==> src/rtl/rice_core_muldiv.sv <==
// rtl/rice_core_muldiv.sv - iterative RISC-V M-extension multiply/divide unit
// Shift-add multiply and restoring divide, one bit per cycle; divide special cases finish in one cycle.

package rice_core_pkg;
   typedef enum logic [2:0] {
      MUL    = 3'd0,
      MULH   = 3'd1,
      MULHSU = 3'd2,
      MULHU  = 3'd3,
      DIV    = 3'd4,
      DIVU   = 3'd5,
      REM    = 3'd6,
      REMU   = 3'd7
   } rice_core_muldiv_command;
endpackage

module rice_core_muldiv #(
   parameter int XLEN = 32
) (
   input  logic                                   i_clk,
   input  logic                                   i_rst_n,
   input  logic                                   i_flush,
   input  logic                                   i_valid,
   output logic                                   o_ready,
   input  rice_core_pkg::rice_core_muldiv_command i_command,
   input  logic [XLEN-1:0]                        i_rs1_value,
   input  logic [XLEN-1:0]                        i_rs2_value,
   output logic                                   o_valid,
   input  logic                                   i_ready,
   output logic [XLEN-1:0]                        o_result
);
   import rice_core_pkg::*;

   localparam int CW = $clog2(XLEN) + 1;
   localparam logic [1:0] S_IDLE = 2'd0;
   localparam logic [1:0] S_BUSY = 2'd1;
   localparam logic [1:0] S_DONE = 2'd2;
   localparam logic [XLEN-1:0] MIN_NEG = {1'b1, {(XLEN-1){1'b0}}};

   logic [1:0]              state_q, state_d;
   logic [CW-1:0]           cnt_q, cnt_d;
   rice_core_muldiv_command cmd_q, cmd_d;
   logic                    neg_q, neg_d;
   logic [XLEN-1:0]         opa_q, opa_d;
   logic [2*XLEN-1:0]       acc_q, acc_d;
   logic [XLEN-1:0]         result_q, result_d;

   rice_core_muldiv_command cmd_in;
   logic                    rs1_signed, rs2_signed, rs1_neg, rs2_neg;
   logic                    in_is_div, in_is_rem, div_by_zero, div_overflow;
   logic [XLEN-1:0]         mag1, mag2, special_val;
   logic                    q_is_div;
   logic [XLEN:0]           mul_sum, div_trial;
   logic [2*XLEN-1:0]       mul_next, div_next, step, prod;
   logic [XLEN-1:0]         quo, rem, final_val;

   always_comb begin
      case (i_command)
         MUL, MULH, MULHSU, MULHU, DIV, DIVU, REM, REMU: cmd_in = i_command;
         default:                                        cmd_in = MUL;
      endcase
      rs1_signed   = (cmd_in == MULH) || (cmd_in == MULHSU) || (cmd_in == DIV) || (cmd_in == REM);
      rs2_signed   = (cmd_in == MULH) || (cmd_in == DIV) || (cmd_in == REM);
      rs1_neg      = rs1_signed && i_rs1_value[XLEN-1];
      rs2_neg      = rs2_signed && i_rs2_value[XLEN-1];
      mag1         = rs1_neg ? (~i_rs1_value + 1'b1) : i_rs1_value;
      mag2         = rs2_neg ? (~i_rs2_value + 1'b1) : i_rs2_value;
      in_is_div    = (cmd_in == DIV) || (cmd_in == DIVU) || (cmd_in == REM) || (cmd_in == REMU);
      in_is_rem    = (cmd_in == REM) || (cmd_in == REMU);
      div_by_zero  = in_is_div && (i_rs2_value == '0);
      div_overflow = ((cmd_in == DIV) || (cmd_in == REM)) && (i_rs1_value == MIN_NEG)
                     && (i_rs2_value == '1);
      if (div_by_zero)
         special_val = in_is_rem ? i_rs1_value : '1;
      else
         special_val = in_is_rem ? '0 : i_rs1_value;
   end

   // Multiply keeps {partial product, remaining multiplier bits}; divide keeps {remainder, dividend/quotient}.
   always_comb begin
      q_is_div  = (cmd_q == DIV) || (cmd_q == DIVU) || (cmd_q == REM) || (cmd_q == REMU);
      mul_sum   = {1'b0, acc_q[2*XLEN-1:XLEN]} + (acc_q[0] ? {1'b0, opa_q} : '0);
      mul_next  = {mul_sum, acc_q[XLEN-1:1]};
      div_trial = acc_q[2*XLEN-1:XLEN-1] - {1'b0, opa_q};
      div_next  = div_trial[XLEN] ? {acc_q[2*XLEN-2:0], 1'b0}
                                  : {div_trial[XLEN-1:0], acc_q[XLEN-2:0], 1'b1};
      step      = q_is_div ? div_next : mul_next;
      prod      = neg_q ? (~step + 1'b1) : step;
      quo       = neg_q ? (~step[XLEN-1:0] + 1'b1) : step[XLEN-1:0];
      rem       = neg_q ? (~step[2*XLEN-1:XLEN] + 1'b1) : step[2*XLEN-1:XLEN];
      case (cmd_q)
         MULH, MULHSU, MULHU: final_val = prod[2*XLEN-1:XLEN];
         DIV, DIVU:           final_val = quo;
         REM, REMU:           final_val = rem;
         default:             final_val = prod[XLEN-1:0];
      endcase
   end

   always_comb begin
      state_d  = state_q;
      cnt_d    = cnt_q;
      cmd_d    = cmd_q;
      neg_d    = neg_q;
      opa_d    = opa_q;
      acc_d    = acc_q;
      result_d = result_q;
      if (i_flush) begin
         state_d = S_IDLE;
      end else begin
         case (state_q)
            S_IDLE: begin
               if (i_valid) begin
                  cmd_d = cmd_in;
                  cnt_d = '0;
                  neg_d = in_is_rem ? rs1_neg : (rs1_neg ^ rs2_neg);
                  opa_d = in_is_div ? mag2 : mag1;
                  acc_d = {{XLEN{1'b0}}, (in_is_div ? mag1 : mag2)};
                  if (div_by_zero || div_overflow) begin
                     result_d = special_val;
                     state_d  = S_DONE;
                  end else begin
                     state_d = S_BUSY;
                  end
               end
            end
            S_BUSY: begin
               acc_d = step;
               cnt_d = cnt_q + 1'b1;
               if (cnt_q == CW'(XLEN-1)) begin
                  result_d = final_val;
                  state_d  = S_DONE;
               end
            end
            S_DONE: begin
               if (i_ready) state_d = S_IDLE;
            end
            default: state_d = S_IDLE;
         endcase
      end
   end

   always_ff @(posedge i_clk or negedge i_rst_n) begin
      if (!i_rst_n) begin
         state_q  <= S_IDLE;
         cnt_q    <= '0;
         cmd_q    <= MUL;
         neg_q    <= 1'b0;
         opa_q    <= '0;
         acc_q    <= '0;
         result_q <= '0;
      end else begin
         state_q  <= state_d;
         cnt_q    <= cnt_d;
         cmd_q    <= cmd_d;
         neg_q    <= neg_d;
         opa_q    <= opa_d;
         acc_q    <= acc_d;
         result_q <= result_d;
      end
   end

   assign o_ready  = (state_q == S_IDLE);
   assign o_valid  = (state_q == S_DONE);
   assign o_result = result_q;

endmodule
==> config.mk <==
export PLATFORM = sky130hd
export DESIGN_NAME = rice_core_muldiv
export DESIGN_NICKNAME = d
export VERILOG_FILES = /design/src/rtl/rice_core_muldiv.sv
export SDC_FILE = /design/constraint.sdc
export NUM_CORES = 1
export LEC_CHECK = 0
export BUFFER_PORTS_ARGS = -buffer_cell sky130_fd_sc_hd__buf_4
export CAP_MARGIN = 20
export CORE_MARGIN = 5
export CORE_UTILIZATION = 40
export DETAILED_ROUTE_END_ITERATION = 10
export SYNTH_ARGS = -nofsm -noshare
export SYNTH_HDL_FRONTEND = slang
export SYNTH_SLANG_ARGS = --single-unit
==> constraint.sdc <==
create_clock -name i_clk -period 6.55 [get_ports i_clk]
set_input_delay 0.9825 -clock i_clk [delete_from_list [all_inputs] [get_ports i_clk]]
set_output_delay 0.9825 -clock i_clk [all_outputs]
set_load 0.01 [all_outputs]
==> results.cfg, run 1 <==
[run_status]
outcome = complete, no violations

[routing]
dr.pass1.iters = 6
ant_nets = 0
num_vias = 16880
drc = 0
top_layer_used = met5
wl_met3_mm = 4.909
drt-total-wl_mm = 66.67
drt_iter0_markers = 1945
vias_per_cell = 6.177
met2_length_mm = 30.15
met1_length_mm = 28.12
drt-wirelength-per-cell_um = 24.40

[synth]
synth.yosys.seq_area_share = 0.2256
synth_fp_nets = 2304
synthCells = 2160
synth_common_cells = 294 x nand2_1, 256 x o21ai_0, 199 x a21oi_1
yosys.cell_types.count = 95
synth_area_mm2 = 0.01553
synth-async-reset-ratio = 1.000
avgSynthCellArea_um2 = 7.189
synth_warnings = 0
yosys_most_used_dff = dfrtp_1
yosys.area.top_type_share = 0.2256
synth.most_common_cell = nand2_1
synth-edff-count = 0
synth.area.top_cells = dfrtp_1 23%, o21ai_0 8.3%, nand2_1 7.1%
ys_seq_elements = 140
yosys.area.top_type = dfrtp_1

[global_routing]
antenna_found_initial = 5
grt_use_total = 0.2979
grt_pass1_wl_mm = 100.1
first_global_vias = 15920
grt_max_degree = 122
gr-total-overflow = 0

[sta]
hold_slack_ps = 468.9
drv_slew = 0
clock.fmax_ghz = 0.1585
fin_tns_setup_ps = 0
finalHoldViolCount = 0
fin_crit_sh = 0.9633
setup_viol = 0
tightest_slew_ps = 989.0
fin_crit_ps = 6309
rsz0062_at_grt = no
relSlewSlack = 0.3400
fin_skew_ps = 14.45

[setup_path]
worstPathMaxFanout = 9
path_class = reg -> reg
cp.required_ps = 6940
cp-end-kind = flop
start_kind = flop
arrival_ps = 6700

[clock_tree]
cts-root-buf = clkbuf_16
clk_pin_slew_ps = 70
postCtsSetupRepairBufs = 0
clk_path_buf_depth = 2
numCtsBuffers = 17
cts.sinks = 140
htree_num_levels = 4
hold_buffers = 0
clock_latency_ps = 450
tritoncts = built

[power]
p_per_area_mw_per_mm2 = 646.0
max-vdd-ir-drop_mv = 0.3128
report.power.total_mw = 11.31
p_leak_nw = 7.327
power.internal_mw = 4.907
p_switching_mw = 6.407
swShare = 0.5663
p_seq_frac = 0.150
pwr-share-clk = 0.100
pwr-share-comb = 0.751

[flow_run]
maxCapViolations = 0

[final_layout]
layout-drive-gt1-share = 0.1061
syn_to_final_growth_pct = 12.80
nets = 2345
finish.utilization = 0.4543
antenna_cells = 0

[die]
die_area_mm2 = 0.04286
ios = 106
initial_core_util = 0.4027
die_w_um = 207.0
fp.dieH_um = 207.0
core_area_mm2 = 0.03856
rows = 72

[worst_hold_path]
hold_path_class = reg -> reg

[place]
dp_hpwl_mm = 53.09
place_congestion = 1.002
io_buffers = 105
==> worst max-delay path, stage by stage (launching register included) <==
cell and delay (ps):
dfrtp_1 410, ha_1 440, nand4_1 250, or2_2 390, a211oi_4 340, o211a_1 270, a211o_2 140, nor2_1 70
a21oi_1 280, ha_1 270, nor3b_1 330, o2111ai_1 240, or4_1 600, inv_1 110, nand2_1 120, o21ai_0 530
o211ai_1 260, nand2_1 160, xor2_1 100, a211oi_1 680, o22a_1 250
==> power by group through the flow <==
stage	Sequential (mW)	Combinational (mW)	Clock, mW
final	1.69	8.49	1.13
after global routing	1.75	9.11	1.17
after CTS	1.68	8.30	1.13
after detailed placement	1.69	8.25	0
after global placement	1.67	8.26	0
after floorplan	1.55	5.51	0
==> final timing paths <==
path                                                from                        to  slack [ps]  cells past startpoint
worst max-delay path               acc_q[43]$_DFFE_PN0P_   o_result[6]$_DFFE_PN0P_         240                     20
worst min-delay path            o_result[17]$_DFFE_PN0P_  o_result[17]$_DFFE_PN0P_         470                      2
worst max register to register     acc_q[43]$_DFFE_PN0P_   o_result[6]$_DFFE_PN0P_         240                     20
worst min register to register  o_result[17]$_DFFE_PN0P_  o_result[17]$_DFFE_PN0P_         470                      2
max in group asynchronous                        i_rst_n         neg_q$_DFFE_PN0P_        4920                      2
min in group asynchronous                        i_rst_n     acc_q[59]$_DFFE_PN0P_         540                      1
==> state kept, by name, summed over array words and instances (netlist names) <==
signal,flops
o_result,32
acc_q,64
state_q,2
cmd_q,3
cnt_q,6
neg_q,1
opa_q,32
==> final cells by class <==
| cell class | instances | area (um^2) |
|---|---|---|
| Clock buffer | 17 | 425.4 |
| Clock inverter | 15 | 234.0 |
| Fill cell | 4040 | 21040 |
| Inverter | 70 | 262.8 |
| Multi-Input combinational cell | 1823 | 11300 |
| Sequential cell | 140 | 3508 |
| Tap cell | 518 | 648.1 |
| Timing Repair Buffer | 149 | 1135 |
==> what timing repair did <==
action	CTS	global route
endpoints found under the setup margin	0	5
resized for setup	0	1
hold endpoints to repair	0	0
==> metal layers <==
| metal | up-vias | GRT usage |
|---|---|---|
| met4 | 4 | 0.1354 |
| met3 | 140 | 0.04675 |
| met1 | 8091 | 0.3952 |
| met2 | 726 | 0.4794 |
| li1 | 7915 | - |
| met5 | - | 0 |
==> cells in the final DEF, fill, tap and decap left out, types with 10 or more instances in the layout <==
cell type,Yosys,routed
nand2_1,294,294
o21ai_0,256,256
a21oi_1,199,198
nor2_1,192,191
buf_4,1,147
dfrtp_1,140,138
xnor2_1,88,88
ha_1,70,70
inv_1,69,69
xor2_1,67,67
nor3_1,61,61
mux2i_1,55,55
nand3_1,46,46
and2_1,45,45
nand4_1,32,32
a31oi_1,29,29
o31ai_1,28,28
o211ai_1,23,23
a211oi_1,22,21
and3_1,20,20
a21o_1,19,19
or3_1,17,17
o21a_1,17,17
clkbuf_16,0,17
nand2b_1,15,15
a22o_1,14,14
nor4_1,13,13
mux2_2,12,12
o41ai_1,11,11
o221ai_1,10,10
==> cell families after synthesis <==
family / Yosys count / synth area share
AND/OR/NAND/NOR: 796 / 0.2415
AO/OA/AOI/OAI: 732 / 0.2919
buffers and inverters: 197 / 0.04940
XOR/XNOR: 155 / 0.08743
flip-flops: 140 / 0.2256
adder cells (fa/ha/maj): 72 / 0.05898
multiplexers: 68 / 0.04512
==> per-stage QoR <==
stage          cell area (um^2)  cells  setup slack (ps)
2_1_floorplan             15530   2160             587.2
3_3_place_gp              16850   2700             607.9
3_5_place_dp              16850   2700             360.6
4_1_cts                   17510   2732             364.0
5_1_grt                   17520   2732             21.24
6_report                  17520   2732             240.5
(Power assumes the default switching activity.)
==> run 2, diff against run 1 <==
--- a/config.mk
+++ b/config.mk
@@ -10,6 +10,9 @@
 export CORE_MARGIN = 5
 export CORE_UTILIZATION = 40
 export DETAILED_ROUTE_END_ITERATION = 10
+export HOLD_SLACK_MARGIN = 0.08
+export PLACE_DENSITY = 0.54
+export REMOVE_ABC_BUFFERS = 1
 export SYNTH_ARGS = -nofsm -noshare
 export SYNTH_HDL_FRONTEND = slang
 export SYNTH_SLANG_ARGS = --single-unit
==> run 2 against run 1 <==
Against the previous run:
- global-route usage decreased by 0.95 points
- critical endpoint is now o_result[20]$_DFFE_PN0P_
- sequential share of layout area about the same
- wire length is 3.0% lower
- highest routed layer is now met4
- register-to-register slack improved by 240 ps
==> results.cfg, run 2 (synthesis results as in run 1) <==
[routing]
drt-wirelength-per-cell_um = 23.64
drt_iter0_markers = 1528
num_vias = 16710
ant_nets = 0
dr.pass1.iters = 6
drc = 0
vias_per_cell = 6.106
drt-total-wl_mm = 64.70

[global_routing]
grt_max_degree = 113
first_global_vias = 15980
grt_use_total = 0.2884
antenna_found_initial = 1
gr-total-overflow = 0
grt_pass1_wl_mm = 97.41

[clock_tree]
clk_pin_slew_ps = 60
clock_latency_ps = 450
numCtsBuffers = 17
cts-root-buf = clkbuf_16
postCtsSetupRepairBufs = 0
htree_num_levels = 4
hold_buffers = 0
cts.sinks = 140
tritoncts = built
clk_path_buf_depth = 2

[final_layout]
nets = 2350
layout-drive-gt1-share = 0.1068
multiInputGateArea_mm2 = 0.01132
finish.utilization = 0.4538
nFillCells = 4046
largest-register = acc_q
antenna_cells = 0
largest_register_ffs = 64
syn_to_final_growth_pct = 12.68
design_area_mm2 = 0.01750
layout_commonest_cell = nand2_1
regArea_mm2 = 0.003508
layout_common_cells = 294 x nand2_1, 255 x o21ai_0, 198 x a21oi_1

[die]
die_area_mm2 = 0.04286
fp.dieH_um = 207.0
core_area_mm2 = 0.03856
rows = 72
ios = 106
initial_core_util = 0.4027
die_w_um = 207.0

[sta]
rsz0062_at_grt = no
tightest_slew_ps = 1027
clock.fmax_ghz = 0.1647
fin_crit_sh = 0.9269
finalHoldViolCount = 0
setup_viol = 0
fin_crit_ps = 6071
drv_slew = 0
fin_skew_ps = 12.80
relSlewSlack = 0.3093
layout_setup_ws_ps = 479.1
fin_tns_setup_ps = 0

[setup_path]
path_class = reg -> reg
critPathLaunch = acc_q[58]$_DFFE_PN0P_
reg2reg_from = acc_q[58]$_DFFE_PN0P_
arrival_ps = 6430
cp.required_ps = 6910
reg2reg_to = o_result[20]$_DFFE_PN0P_
cp-end-kind = flop
worstPathMaxFanout = 5
ff2ff_path_depth = 21
endpoint = o_result[20]$_DFFE_PN0P_
start_kind = flop
rrSetupSlack_ps = 480

[power]
report.power.total_mw = 11.02
max-vdd-ir-drop_mv = 0.2435
p_leak_nw = 7.327
p_per_area_mw_per_mm2 = 629.9

[place]
place_ws_ps = 220.5
post_dp_cell_area_mm2 = 0.01689
io_buffers = 105
place_congestion = 0.9654
dp_hpwl_mm = 50.55

[worst_hold_path]
hold_path_class = in -> async

[run_status]
outcome = complete, no violations

[flow_run]
maxCapViolations = 0
[run 2: changes by cell type in the layout (fill, tap and decap cells not counted), moves of 2 or more]
cell / change
clkinv_4: -2
clkinv_2: +2
clkbuf_8: +3
buf_4: +6
clkbuf_1: +5
bufinv_16: -2
inv_6: -4
[run 2: worst min path at each step]
stage	end	startpoint	cells after the start	slack, ps
final	acc_q[7]$_DFFE_PN0P_	i_rst_n	1	470
after CTS	o_result[17]$_DFFE_PN0P_	o_result[17]$_DFFE_PN0P_	2	480
after floorplan	opa_q[10]$_DFFE_PN0P_	opa_q[10]$_DFFE_PN0P_	2	460
after global placement	o_result[17]$_DFFE_PN0P_	o_result[17]$_DFFE_PN0P_	2	470
after detailed placement	o_result[17]$_DFFE_PN0P_	o_result[17]$_DFFE_PN0P_	2	460
after global routing	acc_q[6]$_DFFE_PN0P_	i_rst_n	1	510
[run 2: power breakdown]
group	total, mW	switching [mW]	leakage [nW]	internal, mW
registers	1.76	0.506	1.77	1.25
logic	8.22	5.27	5.26	2.95
clock network	1.05	0.418	0.291	0.629
total	11.0	6.20	7.33	4.83
[run 2: per-stage QoR]
step	instances	hold slack, ps
5_1_grt	2737	506.8
2_1_floorplan	2033	463.9
3_3_place_gp	2705	466.9
4_1_cts	2737	478.6
3_5_place_dp	2705	464.0
6_report	2737	466.5
[run 2: cell type report]
cell class | count | area share
Clock inverter | 7 | 0.006436
Multi-Input combinational cell | 1823 | 0.6470
Sequential cell | 140 | 0.2005
Tap cell | 518 | 0.03704
Clock buffer | 25 | 0.02775
Inverter | 70 | 0.01502
Timing Repair Buffer | 154 | 0.06629
[run 2: layer usage]
metal | routed length [um] | up-vias | GRT usage
met5 | 0 | - | 0
met4 | 2146 | 0 | 0.09850
met3 | 3836 | 109 | 0.03540
met2 | 29210 | 685 | 0.4611
met1 | 29510 | 8003 | 0.4049
li1 | - | 7914 | -
[run 2: critical path, cell delays in order (launching register included)]
cell	delay, ps
dfrtp_1	420
ha_1	390
nand2_1	240
o21ai_0	170
a221oi_2	510
and3b_1	330
a211o_2	170
nor2_1	80
a21oi_1	270
ha_1	250
nor3b_2	270
o2111ai_1	190
or4_1	590
inv_1	110
nand2_1	150
o21ai_1	230
nor2_1	90
or4b_1	570
o41ai_1	450
xor2_1	200
o221ai_1	130
o21ai_0	180
[run 2: what timing repair did]
action,in CTS,in global routing
endpoints found under the hold margin,0,0
resized for setup,0,3
endpoints found under the setup margin,0,5
